### src/rtl/lr_shift_feed_if.sv
// Command stream into the shift feed stage and head-of-queue stream toward the shifter.
interface lr_shift_feed_if #(
    parameter int width = 8
);
    localparam int sw = $clog2(width);

    logic             in_valid;
    logic             in_ready;
    logic [width-1:0] in_bits;
    logic [sw:0]      in_shift;
    logic             in_dir;

    logic             sh_valid;
    logic             sh_ready;
    logic [width-1:0] sh_bits;
    logic [sw-1:0]    sh_shift;
    logic             sh_dir;

    modport master (
        output in_valid, in_bits, in_shift, in_dir, sh_ready,
        input  in_ready, sh_valid, sh_bits, sh_shift, sh_dir
    );

    modport slave (
        input  in_valid, in_bits, in_shift, in_dir, sh_ready,
        output in_ready, sh_valid, sh_bits, sh_shift, sh_dir
    );
endinterface

### src/rtl/lr_shift_feed.sv
// Two-entry command FIFO feeding the left/right shifter.
// Over-range shift amounts are folded into an all-zero result at push time.
module lr_shift_feed #(
    parameter int width     = 8,
    parameter int cnt_width = 16
) (
    input  logic                 clk,
    input  logic                 rst,
    lr_shift_feed_if.slave       io,
    output logic [cnt_width-1:0] cnt_accepted,
    output logic [cnt_width-1:0] cnt_overrange
);
    localparam int sw = $clog2(width);
    localparam logic [sw:0] wlim = (sw+1)'(width);

    typedef struct packed {
        logic [width-1:0] bits;
        logic [sw-1:0]    shift;
        logic             dir;
    } cmd_t;

    typedef enum logic [1:0] {EMPTY, ONE, TWO} occ_t;

    occ_t state;
    cmd_t head, tail, incmd;
    logic sh_valid_q;
    logic push, pop, ovr;

    assign ovr = (io.in_shift >= wlim);

    // A full shift-out is all zeros, so store that directly with a legal amount.
    always_comb begin
        incmd.bits  = ovr ? '0 : io.in_bits;
        incmd.shift = ovr ? '0 : io.in_shift[sw-1:0];
        incmd.dir   = io.in_dir;
    end

    assign pop         = sh_valid_q && io.sh_ready;
    assign io.in_ready = (state != TWO) || pop;
    assign push        = io.in_valid && io.in_ready;

    assign io.sh_valid = sh_valid_q;
    assign io.sh_bits  = head.bits;
    assign io.sh_shift = head.shift;
    assign io.sh_dir   = head.dir;

    always_ff @(posedge clk or posedge rst) begin
        if (rst) begin
            state      <= EMPTY;
            head       <= '0;
            tail       <= '0;
            sh_valid_q <= 1'b0;
        end else begin
            case (state)
                EMPTY: if (push) begin
                    head       <= incmd;
                    state      <= ONE;
                    sh_valid_q <= 1'b1;
                end
                ONE: begin
                    if (push && pop) begin
                        head <= incmd;
                    end else if (push) begin
                        tail  <= incmd;
                        state <= TWO;
                    end else if (pop) begin
                        state      <= EMPTY;
                        sh_valid_q <= 1'b0;
                    end
                end
                TWO: if (pop) begin
                    head <= tail;
                    if (push) tail  <= incmd;
                    else      state <= ONE;
                end
                default: begin
                    state      <= EMPTY;
                    sh_valid_q <= 1'b0;
                end
            endcase
        end
    end

    always_ff @(posedge clk or posedge rst) begin
        if (rst) begin
            cnt_accepted  <= '0;
            cnt_overrange <= '0;
        end else if (push) begin
            cnt_accepted <= cnt_accepted + cnt_width'(1);
            if (ovr) cnt_overrange <= cnt_overrange + cnt_width'(1);
        end
    end
endmodule

### src/flat_wrapper.sv
// flat-port wrapper written by rule: the top's interface ports become plain ports
module lr_shift_feed_flat 
#(
    parameter int width     = 8,
    parameter int cnt_width = 16
)
  (clk, rst, cnt_accepted, cnt_overrange, io_in_valid, io_in_bits, io_in_shift, io_in_dir, io_sh_ready, io_in_ready, io_sh_valid, io_sh_bits, io_sh_shift, io_sh_dir);
  lr_shift_feed_if #(.width(width)) io_i ();
  input  logic clk;
  input  logic rst;
  output logic [cnt_width-1:0] cnt_accepted;
  output logic [cnt_width-1:0] cnt_overrange;
  input wire logic [$bits(io_i.in_valid)-1:0] io_in_valid;
  input wire logic [$bits(io_i.in_bits)-1:0] io_in_bits;
  input wire logic [$bits(io_i.in_shift)-1:0] io_in_shift;
  input wire logic [$bits(io_i.in_dir)-1:0] io_in_dir;
  input wire logic [$bits(io_i.sh_ready)-1:0] io_sh_ready;
  output wire logic [$bits(io_i.in_ready)-1:0] io_in_ready;
  output wire logic [$bits(io_i.sh_valid)-1:0] io_sh_valid;
  output wire logic [$bits(io_i.sh_bits)-1:0] io_sh_bits;
  output wire logic [$bits(io_i.sh_shift)-1:0] io_sh_shift;
  output wire logic [$bits(io_i.sh_dir)-1:0] io_sh_dir;
  assign io_i.in_valid = io_in_valid;
  assign io_i.in_bits = io_in_bits;
  assign io_i.in_shift = io_in_shift;
  assign io_i.in_dir = io_in_dir;
  assign io_i.sh_ready = io_sh_ready;
  assign io_in_ready = io_i.in_ready;
  assign io_sh_valid = io_i.sh_valid;
  assign io_sh_bits = io_i.sh_bits;
  assign io_sh_shift = io_i.sh_shift;
  assign io_sh_dir = io_i.sh_dir;
  lr_shift_feed #(.width(width), .cnt_width(cnt_width)) u_core (.clk(clk), .rst(rst), .io(io_i), .cnt_accepted(cnt_accepted), .cnt_overrange(cnt_overrange));
endmodule
### config.mk
export PLATFORM = sky130hd
export DESIGN_NAME = lr_shift_feed_flat
export DESIGN_NICKNAME = d
export VERILOG_FILES = /design/src/rtl/lr_shift_feed_if.sv /design/src/rtl/lr_shift_feed.sv /design/src/flat_wrapper.sv
export SDC_FILE = /design/constraint.sdc
export NUM_CORES = 1
export LEC_CHECK = 0
export ABC_AREA = 1
export CORE_ASPECT_RATIO = 0.9
export CORE_UTILIZATION = 35
export CTS_CLUSTER_SIZE = 40
export DETAILED_ROUTE_END_ITERATION = 10
export PLACE_DENSITY = 0.71
export SLEW_MARGIN = 20
export SYNTH_ARGS = -nofsm -noshare
export SYNTH_HDL_FRONTEND = slang
export SYNTH_SLANG_ARGS = --single-unit
export TNS_END_PERCENT = 5
### constraint.sdc
create_clock -name clk -period 1.55 [get_ports clk]
set_input_delay 0.155 -clock clk [delete_from_list [all_inputs] [get_ports clk]]
set_output_delay 0.155 -clock clk [all_outputs]
set_load 0.02 [all_outputs]
==> run metrics <==
status=finished clean; worst vdd ir=0.000884 V; area occupied by multi-input gates=1480 um2; CP arrival=1.33 ns; Syn. warnings=0; core area=8730 um2; PD cells=1770 nW/um2; Switch Pwr=3.17 mW; CP Launch Type=flip-flop; Post-DP Area=4090 um2; Final min period=1.48 ns; count leader, synth=nand2_1; Gate power share=46.5%; Final TNS setup=0 ns; Reg power frac=34.0%; Crit path max-delay family=buffers and inverters; vias=2997; gr ovfl total=0; Max Root-Sink Buffers=2; clk_skew=0.00487 ns; die area=9560 um2; RSZ-0062 raised after global routing=true; Post-Route WL=7.70 mm; switching share of power=41.7%; Placer Congestion=0.848; area leader, netlist=dfrtp_1; port bufs=62; synth unique cells=25; Hold WS=0.236 ns; initial antenna violation count=0; worst slew pin tran=0.316 ns; Ports=63; slowest stage cell, crit path=clkdlybuf4s50_1; Die Y=92.9 um; critical-path maximum fanout=2; Internal=4.43 mW; number of synthesized flops with an enable pin=0; Clock Sinks=59; post-synthesis net count=436; Fillers=867; GRT Util Overall=17.5%; Initial DRC Count=101; clock network fraction of design power=19.5%; First-pass DRT Iterations=4; # rows=32; Post-Syn Area=3210 um2; Slew Limit Fails=0; Num CTS Buffers=9; register area share after synthesis=46.0%; post-DP HPWL=5.69 mm; CP cell instances=clkdlybuf4s50_1; relative slew slack=78.8%; Yosys top cell area share=46.0%; Post-synth ARST share=100%; # H-tree levels=3; die width=103 um; ys flop type=dfrtp_1; max cap viols=0; Final Hold Vio Count=0; CP Capture Type=output pin; cts hold-fix bufs=0; antenna viol nets, final=0; CP max stage delay=0.62 ns; Design Area, Final=4300 um2; clock root buffer=clkbuf_8; first-pass GRT wire length=13.0 mm; Crit path buffers/inverters=1; Clk pin slew, worst setup/hold paths=0.07 ns; DRC violations left=0; Ant. Diodes=0; Initial Util=36.8%; post-DR vias/cell=4.82; setup ws final=0.0652 ns; Synth area leaders=dfrtp_1 (46%), nand2_1 (17%), o21ai_2 (4.9%), nor2_1 (4.8%), inv_1 (4.6%); largest net degree at the start of global routing=60; Skew-Pair Late Insertion Delay=0.33 ns; Post-CTS Setup Inserts=0; Place WS=-0.0520 ns; WP data required=1.39 ns; Net count, final=517; FF/Latch Area=1480 um2; CTS tree=yes; area delta synth->final=33.8%; post-synthesis register bit count=59; Avg Synthesized Cell Area=7.70 um2; drt wl/cell=12.4 um; Cells after Synth=417; layout cells sized above 1=13.1%; Tcrit/Tclk final=95.8%; final setup fails=0; most frequent cells after synthesis=nand2_1 (145), dfrtp_1 (59), nor2_1 (41), inv_1 (39), o21ai_0 (29); f_max=673 MHz; vias in the first global route=2907; worst setup path class=flip-flop to output pin; LEAKAGE=2.19 nW; Hold WC Path Type=input pin to async pin
-- stage by stage --
step                      instances  util, %  power, mW
after CTS                       622     48.9       7.71
after floorplan                 417        -       4.78
after global placement          606     46.8       6.21
after global routing            622     49.2       8.14
final                           622     49.2       7.61
after detailed placement        606     46.8       6.32
-- kinds of logic (layout without fill, tap and decap cells) --
group / count (synthesis) / in the layout / synth area share (%)
buffers and inverters: 56 / 142 / 7.99
AND/OR/NAND/NOR: 235 / 235 / 31.1
AO/OA/AOI/OAI: 49 / 49 / 9.74
adder cells (fa/ha/maj): 2 / 2 / 0.779
flip-flops: 59 / 59 / 46.0
XOR/XNOR: 16 / 16 / 4.36
-- what timing repair did --
item / CTS / global route
gates cloned: 0 / 0
resized for setup: 22 / 10
setup endpoints to repair: 22 / 11
-- flip-flops by register name, indices dropped and copies added (netlist names) --
name                  count
u_core.cnt_overrange     16
u_core.cnt_accepted      16
u_core.io.sh_valid        1
u_core.tail              12
u_core.state              2
u_core.io.sh_shift        3
u_core.io.sh_bits         8
u_core.io.sh_dir          1
-- routing by layer --
layer / GRT usage, % / vias up / wire, um
met2: 30.0 / 92 / 3750
met1: 20.9 / 1411 / 3430
met3: 4.15 / 9 / 420
li1: - / 1485 / -
met5: 0 / - / 0
met4: 7.16 / 0 / 96
-- final timing paths --
| path | startpoint | end | depth (start not counted) | slack (ns) |
|---|---|---|---|---|
| worst max-delay path | u_core.io.sh_shift[2] | io_sh_shift[2] | 1 | 0.07 |
| worst min-delay path | rst | u_core.cnt_overrange[11] | 3 | 0.24 |
| worst max register to register | u_core.state[0] | u_core.tail[11] | 8 | 0.12 |
| worst min register to register | u_core.tail[1] | u_core.tail[1] | 2 | 0.49 |
| max in group asynchronous | rst | u_core.io.sh_valid | 3 | 1.04 |
| min in group clk | io_in_bits[2] | u_core.tail[6] | 3 | 0.41 |
-- cell usage in the layout (no fill, tap or decap), types with 2 or more instances in the layout --
cell	synthesis	layout
nand2_4	2	2
xor2_1	11	11
nand3_1	28	28
nand4_1	11	11
nor2_2	2	2
nand2_1	145	145
ha_1	2	2
inv_2	6	6
nor3_1	2	2
buf_12	0	4
inv_1	39	38
clkdlybuf4s50_1	0	30
dlymetal6s2s_1	0	10
clkinv_2	0	2
o21ai_2	18	18
dlygate4sd2_1	0	22
nor2_4	2	2
buf_4	2	14
clkinvlp_4	0	2
clkbuf_8	0	12
dfrtp_1	59	59
o21ai_0	29	29
xnor2_1	5	5
nor2_1	41	41
-- final cells by class --
cell class | count | share of cell area (%)
Clock inverter | 4 | 1.11
Inverter | 46 | 4.11
Multi-Input combinational cell | 302 | 34.4
Sequential cell | 59 | 34.4
Clock buffer | 12 | 3.85
Timing Repair Buffer | 80 | 18.7
Tap cell | 119 | 3.47
-- power by group through the flow --
stage          Clock [mW]  Sequential [mW]  Combinational, mW
5_1_grt              1.60             2.67               3.87
2_1_floorplan           0             3.04               1.75
6_report             1.48             2.59               3.54
3_3_place_gp            0             2.61               3.61
4_1_cts              1.53             2.60               3.58
3_5_place_dp            0             2.61               3.71
No activity file was read; power rests on OpenSTA's default activity.
